==> src/rtl/game_pkg.sv <==
// Shared game constants and flat-bus helpers used by the player and enemy
// controllers.
`timescale 1ns/1ps
package game_pkg;

    localparam int MAX_BULLETS = 8;
    localparam int COORD_W     = 10;
    localparam int SCREEN_W    = 640;
    localparam int SCREEN_H    = 480;
    localparam int BULLET_W    = 8;
    localparam int BULLET_H    = 8;

    typedef logic [COORD_W-1:0] coord_t;

    function automatic coord_t slot_coord(
        input logic [MAX_BULLETS*COORD_W-1:0] flat,
        input int                            j
    );
        return flat[j*COORD_W +: COORD_W];
    endfunction

endpackage

==> src/rtl/fire_debounce_edge.sv <==
// Fire button synchronizer, rising-edge detector and shot cooldown.
// shot_req is a single-cycle accepted-shot strobe.
`timescale 1ns/1ps
module fire_debounce_edge #(
    parameter int COOLDOWN = 2_500_000
) (
    input  logic clk25,
    input  logic rst_n,
    input  logic fire_btn,
    output logic shot_req
);

    localparam int CW = $clog2(COOLDOWN + 1);

    logic          s1;
    logic          s2;
    logic          s2_d;
    logic          v1;
    logic          v2;
    logic          armed;
    logic [CW-1:0] cool;

    // armed: a real released level has been seen since reset, so a
    // button held through reset cannot fire.
    assign shot_req = armed & s2 & ~s2_d & (cool == '0);

    always_ff @(posedge clk25) begin
        if (!rst_n) begin
            s1    <= 1'b0;
            s2    <= 1'b0;
            s2_d  <= 1'b0;
            v1    <= 1'b0;
            v2    <= 1'b0;
            armed <= 1'b0;
            cool  <= '0;
        end else begin
            s1    <= fire_btn;
            s2    <= s1;
            s2_d  <= s2;
            v1    <= 1'b1;
            v2    <= v1;
            armed <= armed | (v2 & ~s2);
            if (shot_req)
                cool <= CW'(COOLDOWN - 1);
            else if (cool != '0)
                cool <= cool - 1'b1;
        end
    end

endmodule

==> src/rtl/player_bullet_controller.sv <==
// Player bullet producer: spawns bullets on fire, moves them upward and
// retires them at the top edge or on an enemy-reported hit.
`timescale 1ns/1ps
module player_bullet_controller
    import game_pkg::*;
#(
    parameter int MOVE_PERIOD = 500_000,
    parameter int SPEED       = 4,
    parameter int COOLDOWN    = 2_500_000,
    parameter int SPAWN_DX    = 12,
    parameter int SPAWN_DY    = 8
) (
    input  logic                           clk25,
    input  logic                           rst_n,
    input  logic                           fire_btn,
    input  logic [COORD_W-1:0]             player_x,
    input  logic [COORD_W-1:0]             player_y,
    input  logic [MAX_BULLETS-1:0]         bullet_hit_flat,
    output logic [MAX_BULLETS*COORD_W-1:0] bullet_x_flat,
    output logic [MAX_BULLETS*COORD_W-1:0] bullet_y_flat,
    output logic [MAX_BULLETS-1:0]         bullet_active_flat
);

    localparam int TW = $clog2(MOVE_PERIOD);

    logic                   shot_req;
    logic                   tick;
    logic [TW-1:0]          tick_cnt;
    logic [MAX_BULLETS-1:0] free;
    logic [MAX_BULLETS-1:0] spawn;
    logic [COORD_W-1:0]     spawn_x;
    logic [COORD_W-1:0]     spawn_y;
    logic                   spawn_ok;

    fire_debounce_edge #(
        .COOLDOWN(COOLDOWN)
    ) u_fire (
        .clk25   (clk25),
        .rst_n   (rst_n),
        .fire_btn(fire_btn),
        .shot_req(shot_req)
    );

    assign tick = (tick_cnt == TW'(MOVE_PERIOD - 1));

    always_ff @(posedge clk25) begin
        if (!rst_n)
            tick_cnt <= '0;
        else if (tick)
            tick_cnt <= '0;
        else
            tick_cnt <= tick_cnt + 1'b1;
    end

    assign spawn_x  = player_x + COORD_W'(SPAWN_DX);
    assign spawn_y  = player_y - COORD_W'(SPAWN_DY);
    assign spawn_ok = shot_req && (player_y >= COORD_W'(SPAWN_DY));

    // Lowest free slot wins; a slot hit this cycle counts as free.
    always_comb begin
        spawn = '0;
        if (spawn_ok) begin
            for (int j = MAX_BULLETS - 1; j >= 0; j--) begin
                if (free[j]) begin
                    spawn    = '0;
                    spawn[j] = 1'b1;
                end
            end
        end
    end

    for (genvar j = 0; j < MAX_BULLETS; j++) begin : gen_slot
        logic               act_q;
        logic [COORD_W-1:0] x_q;
        logic [COORD_W-1:0] y_q;

        assign free[j] = ~act_q | bullet_hit_flat[j];
        assign bullet_active_flat[j]             = act_q;
        assign bullet_x_flat[j*COORD_W +: COORD_W] = x_q;
        assign bullet_y_flat[j*COORD_W +: COORD_W] = y_q;

        always_ff @(posedge clk25) begin
            if (!rst_n) begin
                act_q <= 1'b0;
                x_q   <= '0;
                y_q   <= '0;
            end else if (spawn[j]) begin
                act_q <= 1'b1;
                x_q   <= spawn_x;
                y_q   <= spawn_y;
            end else if (bullet_hit_flat[j]) begin
                act_q <= 1'b0;
            end else if (tick && act_q) begin
                // Retire at the top edge instead of wrapping below zero.
                if (y_q >= COORD_W'(SPEED))
                    y_q <= y_q - COORD_W'(SPEED);
                else
                    act_q <= 1'b0;
            end
        end
    end

endmodule

==> config.mk <==
export PLATFORM = sky130hd
export DESIGN_NAME = player_bullet_controller
export DESIGN_NICKNAME = d
export VERILOG_FILES = /design/src/rtl/game_pkg.sv /design/src/rtl/fire_debounce_edge.sv /design/src/rtl/player_bullet_controller.sv
export SDC_FILE = /design/constraint.sdc
export NUM_CORES = 1
export LEC_CHECK = 0
export CAP_MARGIN = 20
export CORE_ASPECT_RATIO = 1.1
export CORE_UTILIZATION = 45
export DETAILED_ROUTE_END_ITERATION = 10
export HOLD_SLACK_MARGIN = 0.03
export PLACE_DENSITY = 0.71
export SETUP_SLACK_MARGIN = 0.05
export SYNTH_ARGS = -nofsm -noshare
export SYNTH_HDL_FRONTEND = slang
export SYNTH_HIERARCHICAL = 1
export SYNTH_SLANG_ARGS = --single-unit
export TNS_END_PERCENT = 30
==> constraint.sdc <==
create_clock -name clk25 -period 4.6 [get_ports clk25]
set_input_delay 0.46 -clock clk25 [delete_from_list [all_inputs] [get_ports clk25]]
set_output_delay 0.46 -clock clk25 [all_outputs]
set_load 0.01 [all_outputs]
# --- Word level (Yosys, flattened, before mapping) ---
# Cells that the tools add are included.
op_classes:
  n_addsub: 12
  magnitude_cmp: 9
  n_eq_ne: 17
  muxes: 76
  bitwise_logic: 24
  n_reduce_logical: 54
ops:
  columns: ["cell", "count"]
  rows:
  - ["$mux 10", 32]
  - ["$ge 10x3->1 const B", 8]
  - ["$sub 10x3->10 const B", 8]
  - ["$mux 8", 9]
  - ["$mux 22", 2]
  - ["$reduce_bool 2->1", 17]
  - ["$mux 1", 33]
  - ["$ne 3x3->1 const B", 8]
  - ["$reduce_and 3->1", 8]
  - ["$reduce_bool 3->1", 8]
  - ["$logic_not 22->1", 1]
  - ["$reduce_bool 22->1", 1]
  - ["$sub 22x1->22 const B", 1]
  - ["$add 19x1->19 const B", 1]
  - ["$eq 19x19->1 const B", 1]
  - ["$ne 2x1->1 const B", 8]
  - ["$reduce_and 2->1", 8]
  - ["$not 1->1", 11]
  - ["$add 10x4->10 const B", 1]
  - ["$ge 10x4->1 const B", 1]
  - ["$sub 10x4->10 const B", 1]
  - ["$logic_and 1x1->1", 9]
  - ["$or 1x1->1", 9]
  - ["$and 1x1->1", 4]
  - ["$reduce_or 2->1", 2]
totals:
  reg_bits: 215
  elab_cells: 225

# --- Longest topological paths before layout ---
# Gate-level depths: netlist of the first run.
logic_depth:
  depth_word: 13
  depth_mapped: 14
  ltp_nobuf: 11

# --- Hierarchy ---
# Netlist of the first run, hierarchy kept.
modules_own_cells:
  columns: ["module", "instances", "cells_per_inst", "area_per_inst_um2", "seq_area_each_um2"]
  rows:
  - ["player_bullet_controller", 1, 1050, 8628.3, 3743.6]
  - ["fire_debounce_edge", 1, 160, 1502.7, 560.5]

# --- Worst setup path after synthesis of the first run ---
# No wires, ideal clock.
synth_path:
  path_type: "register to register"
  start: "register u_fire.cool[0]"
  end: "register gen_slot[6].x_q[4]"
  setup_time_ns: 0.070
  arrival_ns: 3.251
  path_slack_ns: 1.278
  stages_incl_launch_ff: 13
  n_path_buf: 1
  period_less_slack_ns: 3.322
  path_cell_list: "dfxtp_1 inv_1 ha_1 nor3b_2 nand4_1 nor2_1 inv_1 a211o_1 or4_1 nor2_1 clkbuf_1 nand2_1 a21oi_1"
synth_via:
  elab_chain_cells: 4
synth_rtl:
  columns: ["item", "line", "rtl"]
  rows:
  - ["start, declared", "fire_debounce_edge.sv:21", "logic [CW-1:0] cool;"]
  - ["start signal, assigned", "fire_debounce_edge.sv:44", "cool <= CW'(COOLDOWN - 1);"]
  - ["start signal, assigned", "fire_debounce_edge.sv:46", "cool <= cool - 1'b1;"]
  - ["$logic_not 22->1", "fire_debounce_edge.sv:25", "assign shot_req = armed & s2 & ~s2_d & (cool == '0);"]
  - ["$and 1x1->1", "fire_debounce_edge.sv:25", null]
  - ["named net shot_req", "player_bullet_controller.sv:26", "logic shot_req;"]
  - ["$logic_and 1x1->1", "player_bullet_controller.sv:57", "assign spawn_ok = shot_req && (player_y >= COORD_W'(SPAWN_DY));"]
  - ["$mux 8", "player_bullet_controller.sv:62", "if (spawn_ok) begin"]
  - ["end signal, assigned", "player_bullet_controller.sv:89", "x_q <= spawn_x;"]
  - ["end, declared", "player_bullet_controller.sv:74", "logic [COORD_W-1:0] x_q;"]
# The timed path passes the listed nets, and every way through them passes these cells.
# A chain may end at the register's enable or synchronous reset.

# --- Final worst setup path of the first run ---
layout_path:
  start: "register u_fire.cool[0]"
  end: "register gen_slot[7].y_q[4]"
layout_via:
  elab_chain_cells: 6
  elab_cells_between_ends: 9
layout_rtl:
  columns: ["item", "line", "rtl"]
  rows:
  - ["$logic_not 22->1 (*)", "fire_debounce_edge.sv:25", null]
  - ["$and 1x1->1 (*)", "fire_debounce_edge.sv:25", null]
  - ["named net shot_req", "player_bullet_controller.sv:26", null]
  - ["$logic_and 1x1->1 (*)", "player_bullet_controller.sv:57", null]
  - ["$mux 8 (*)", "player_bullet_controller.sv:62", null]
  - ["$ne 2x1->1 (no line) or $reduce_bool 2->1 (tied branches)", null, null]
  - ["$reduce_and 3->1 (no line)", null, null]
  - ["end signal, assigned", "player_bullet_controller.sv:90", "y_q <= spawn_y;"]
  - ["end signal, assigned", "player_bullet_controller.sv:96", "y_q <= y_q - COORD_W'(SPEED);"]
  - ["end, declared", "player_bullet_controller.sv:75", "logic [COORD_W-1:0] y_q;"]
# The timed path passes the listed nets; every way through them passes the cells marked *.

==> results of run 1 <==
==> where the power goes <==
part	switching (uW)	internal [uW]	leakage (uW)
clock network	742	1020	0.000345
logic	679	406	0.00242
registers	140	1960	0.00174
==> area by class of cell <==
cell class / count / area (sq um) / area share
inverter: 31 / 118.9 / 0.009139
sequential: 215 / 4304 / 0.3309
clock buffer: 34 / 646.9 / 0.04974
tap: 295 / 369.1 / 0.02838
timing repair buffer: 222 / 2157 / 0.1658
multi-input combinational: 880 / 5356 / 0.4118
clock inverter: 5 / 53.80 / 0.004137
==> stage by stage <==
step	setup WS, ns	util	hold WS, ns
4_1_cts	0.8866	0.5883	0.4277
2_1_floorplan	1.278	-	0.4119
3_5_place_dp	0.9096	0.5566	0.4261
6_report	0.8874	0.5883	0.4366
5_1_grt	0.6300	0.5883	0.4510
3_3_place_gp	1.013	0.5566	0.4133
==> cells by family after synthesis <==
logic type,synth area share
muxes,0.008028
DFF,0.4248
adders and majority gates,0.02470
and+or+nand+nor,0.2621
buffers and inverters,0.04891
xor gates and xnor gates,0.03026
AOI/OAI and AO/OA,0.2012
==> cells in the mapped netlist (all sizes together), types with 12 or more instances <==
| master | instances |
|---|---|
| inv | 30 |
| a21oi | 84 |
| dfxtp | 215 |
| buf | 18 |
| xor2 | 22 |
| nand3 | 34 |
| nand2 | 141 |
| nand2b | 19 |
| o21ai | 22 |
| o22ai | 14 |
| xnor2 | 13 |
| clkbuf | 66 |
| ha | 20 |
| a211oi | 64 |
| nor2b | 12 |
| a31oi | 12 |
| nor2 | 155 |
| nand4 | 22 |
| o31a | 12 |
| nor4 | 24 |
| o311a | 12 |
| nor3 | 28 |
| or3 | 14 |
| or4 | 15 |
==> routing by layer <==
layer	GRT usage	up-vias	wire [microns]
li1	-	4702	-
met3	0.06074	53	2537
met1	0.3426	4565	13480
met5	0	-	0
met4	0.09234	0	878
met2	0.4043	340	13990
==> sequential cells by signal, summed over array words and instances, names as in the netlist <==
name and cells:
gen_slot.y_q 80, u_fire/s2_d 1, u_fire/v2 1, u_fire/v1 1, gen_slot.x_q 80, tick_cnt 19
gen_slot.act_q 8, u_fire/s1 1, u_fire/s2 1, u_fire/armed 1, u_fire/cool 22
==> path summary, 6_finish.rpt <==
kind	endpoint	cells after the start	slack [ns]	start
worst min register to register	u_fire/v2	1	0.44	u_fire/v1
worst max-delay path	gen_slot[7].y_q[4]	12	0.89	u_fire/cool[0]
worst min-delay path	u_fire/v2	1	0.44	u_fire/v1
worst max register to register	gen_slot[7].y_q[4]	12	0.89	u_fire/cool[0]
==> placed cells by master (no fill, tap or decap), types with 5 or more instances in the layout <==
cell type / count
dfxtp_1: 215
clkdlybuf4s50_1: 197
nor2_1: 155
nand2_1: 141
a21oi_1: 83
a211oi_1: 64
nand3_1: 34
inv_1: 30
nor3_1: 24
buf_4: 24
clkbuf_16: 23
xor2_1: 22
nand4_1: 21
ha_1: 20
nand2b_1: 19
o21ai_0: 19
nor4_1: 17
or3_1: 14
o22ai_1: 14
or4_1: 13
xnor2_1: 13
nor2b_1: 12
o311a_1: 12
o31a_1: 12
a31oi_1: 12
and3_1: 10
o211ai_1: 10
o21a_1: 10
and2_1: 8
o22a_1: 8
clkbuf_1: 8
nand3b_1: 7
mux2i_1: 7
a21boi_1: 7
o32a_1: 6
o31ai_1: 6
and4_1: 5
==> results.toml, run 1 <==
[layout]
syn2layout_area_growth_pct = 28.38
stdcell_area_sq_mm = 0.01301
fin_nets = 1424
drive_above_1_share = 0.06200
antenna_cells = 0
fillCellCount = 2012
fin_cells = 1682

[global_routing]
grt_pass1_vias = 8753
antenna_found_initial = 0
grt_use_total = 0.2568
grt_pass1_wl_microns = 47930
grt_max_degree = 66
grt_remaining_overflow = 0

[floorplan]
ios = 199
start_util = 0.4582
dieArea_sq_mm = 0.02312
die_y_microns = 159.4
core_area_sq_mm = 0.02211
rows = 57
die_w_microns = 145.1

[worst_setup_path]
worst_ep_arrival_time_ns = 4.08
critPathMaxStageDelay_ns = 0.89
worst_path_max_delay_cell = "or4_1"
required_ns = 4.96
crit_family = "simple AND/OR/NAND/NOR gates"
crit_chain = "inv_1 -> ha_1 -> nor3b_2 -> nand4_1 -> nor2_1 -> buf_4 -> inv_1 -> a211o_1 -> or4_1 -> and2_1 -> o21ai_0 -> a21oi_1"
critPathKind = "reg -> reg"
crit_path_frequent_cell = "inv_1"
start_kind = "register"
crit_buf_inv = 3
critical_path.max_fanout = 15
cp-end-kind = "register"

[synth]
synth_top_cell_area_share = 0.4248
syn_inst = 1210
ys.flop_type = "dfxtp_1"
ys_types = 73
mappedNetlistArea_sq_mm = 0.01013
ys_seq_area_frac = 0.4248
ys_seq_elements = 215
syn_area_per_cell_sq_um = 8.373
synth_edf_count = 0
synth_nets = 1261
async_reset_ff_frac = 0
yosys.area.top_type = "dfxtp_1"
ys_warn_count = 6
synthTopCellsByArea = "dfxtp_1 42%, nor2_1 5.7%, nand2_1 5.2%"

[sta]
tns_ns = 0
period_share = 0.8071
fin_crit_ns = 3.713
clock.fmax_mhz = 269.4
rsz0062_at_grt = "false"
slew_headroom = 0.3120
finalMaxSlewViolations = 0
setup_viol = 0
hold_violations = 0
skew_ns = 0.01272
tightest_slew_ns = 1.025

[cts]
cts.hold.buffers_added = 0
clk_pin_slew_ns = 0.06
clk_latency_ns = 0.52
cts_tree = "done"
cts.sinks = 215
h-tree-depth = 1
numCtsBuffers = 23
cts_buffer_depth = 3
cts_root_buffer = "clkbuf_16"
cts_setup_buffers = 0
cts_resized = 0

[placement]
place_area_sq_mm = 0.01231
place_inst = 1643
port_buffers = 198
hpwlAfterDp_microns = 21690
gp_congestion = 0.8821

[detailed_routing]
detail_route.wl_per_cell_microns = 18.36
drtIter0Drc = 660
ant_nets = 0
routed_via_density = 5.743
vias = 9660
wirelength_microns = 30890
drc = 0
firstDrtPassIters = 7

[pwr]
p_leak_uw = 0.004500
irDropWorstVdd_uv = 319.7
finalPower_uw = 4948
power_density_mw_per_mm2 = 380.4

[job]
maxCapViolations = 0

[hold_path]
min_path_type = "reg -> reg"

[status]
status = "completed"
(Power assumes the default switching activity.)
==> inputs of run 2 (changes only) <==
PLACE_DENSITY = 0.74   (was 0.71)
clock period = 3 ns   (was 4.6 ns; I/O delays follow)
==> run 2 against run 1 <==
Against the previous run:
- sequential power rose by 52%
- worst setup slack worse by 0.76 ns
- final cell count increased by 3.2%
- register-to-register slack worse by 0.76 ns
- total power grew 60%
- count of clock-buffer cells in the layout increased by 1
- highest routed layer unchanged
==> results.toml, run 2 (synthesized netlist as in run 1, its figures left out) <==
[status]
status = "completed"

[layout]
final_cell_mix = "215 x dfxtp_1, 197 x clkdlybuf4s50_1, 151 x nor2_1, 141 x nand2_1, 83 x a21oi_1"
drive_above_1_share = 0.1042
utilization = 0.6151
syn2layout_area_growth_pct = 34.23
top_regs = "gen_slot.x_q (80), gen_slot.y_q (80), u_fire/cool (22)"
fin_cells = 1735
layout_commonest_cell = "dfxtp_1"
fin_nets = 1478
antenna_cells = 0
fillCellCount = 1915

[global_routing]
antenna_found_initial = 0
grt_remaining_overflow = 0
grt_pass1_vias = 9460
grt_max_degree = 49
grt_pass1_wl_microns = 50580
grt_use_total = 0.2696

[worst_setup_path]
critPathKind = "reg -> reg"
critical_path.max_fanout = 11
crit_buf_inv = 0
worst_ep_arrival_time_ns = 3.29
startpoint = "tick_cnt[6]"
critPathMaxStageDelay_ns = 0.61
crit_path_frequent_cell = "or4_4"
start_kind = "register"
cp-end-kind = "register"
crit_chain = "or4b_4 -> or4_4 -> or4_4 -> nand4b_1 -> and3_1 -> o31a_1"
required_ns = 3.41
crit_family = "simple AND/OR/NAND/NOR gates"
worst_path_max_delay_cell = "or4_4"
r2r_start = "tick_cnt[6]"

[cts]
clk_latency_ns = 0.52
cts_buffer_depth = 3
numCtsBuffers = 23
cts.sinks = 215
h-tree-depth = 1
cts_root_buffer = "clkbuf_16"
cts_tree = "done"
clk_pin_slew_ns = 0.06

[sta]
finalMaxSlewViolations = 0
slew_headroom = 0.3731
clock.fmax_mhz = 347.9
setup_viol = 0
skew_ns = 0.01344
period_share = 0.9581
tightest_slew_ns = 0.9372
hold_violations = 0
rsz0062_at_grt = "true"
fin_crit_ns = 2.874

[floorplan]
rows = 57
die_y_microns = 159.4
die_w_microns = 145.1
start_util = 0.4582
dieArea_sq_mm = 0.02312
ios = 199
core_area_sq_mm = 0.02211

[detailed_routing]
wirelength_microns = 32520
vias = 10086
drc = 0
routed_via_density = 5.813
firstDrtPassIters = 7
detail_route.wl_per_cell_microns = 18.74
ant_nets = 0
drtIter0Drc = 803

[pwr]
irDropWorstVdd_uv = 481.8
power_density_mw_per_mm2 = 583.9
p_leak_uw = 0.004807

[hold_path]
min_path_type = "in -> reg"
worstHoldStart = "rst_n"

[placement]
place_inst = 1693
port_buffers = 198
gp_congestion = 0.9159
hpwlAfterDp_microns = 22920

[job]
maxCapViolations = 0
## run 2: cell count changes in the layout (fill, tap and decap cells not counted), sizes merged
cell	change
buf	+52
clkbuf	+3
clkinv	-2
## run 2: cell type report
class                      instances  area [sq um]  share of cell area
clock buffer                      35         680.7             0.05005
inverter                          31         118.9            0.008740
clock inverter                     3         55.05            0.004048
tap                              295         369.1             0.02714
sequential                       215          4304              0.3165
timing repair buffer             276          2664              0.1959
multi-input combinational        880          5408              0.3976
## run 2: worst register-to-register path: stages (launching register included)
cell and delay, ns:
dfxtp_1 0.33, or4b_4 0.55, or4_4 0.45, or4_4 0.61, nand4b_1 0.30, and3_1 0.24
o31a_1 0.28
## run 2: worst paths after layout
path / to / slack [ns] / depth (start not counted)
setup / recovery: gen_slot[0].y_q[7] / 0.13 / 6
hold / removal: gen_slot[4].y_q[9] / 0.24 / 3
setup reg to reg: gen_slot[0].y_q[7] / 0.13 / 6
hold reg to reg: u_fire/s2 / 0.43 / 1
## run 2: routing by layer
| metal | wire, microns | share of wire | vias up | track usage |
|---|---|---|---|---|
| li1 | - | - | 4803 | - |
| met1 | 13620 | 0.42 | 4810 | 0.3503 |
| met2 | 15050 | 0.46 | 407 | 0.4414 |
| met3 | 3023 | 0.093 | 66 | 0.06447 |
| met4 | 830 | 0.026 | 0 | 0.08325 |
| met5 | 0 | 0 | - | 0 |
## run 2: timing repair
action	in CTS	in global routing
pin swaps	0	3
gates cloned	0	2
hold buffers	0	0
gates resized for setup	1	6
buffers inserted	0	2
endpoints found under the setup margin	2	56
## run 2: through the flow
stage / TNS, ns / total power (uW) / setup slack (ns) / hold slack, ns / area, sq um
floorplan: -0.09458 / 4597 / -0.01357 / 0.3277 / 10170
CTS: 0 / 7909 / 0.05885 / 0.2224 / 13500
finish: 0 / 7940 / 0.1256 / 0.2404 / 13600
global placement: 0 / 5089 / 0.1782 / 0.4172 / 12760
detailed placement: 0 / 5126 / 0.06084 / 0.4181 / 12760
global route: 0 / 8280 / 0.03708 / 0.2633 / 13600
## run 2: power by group
group          switching, uW  internal (uW)
Sequential               198           3000
Combinational           1170            774
Clock                   1150           1650
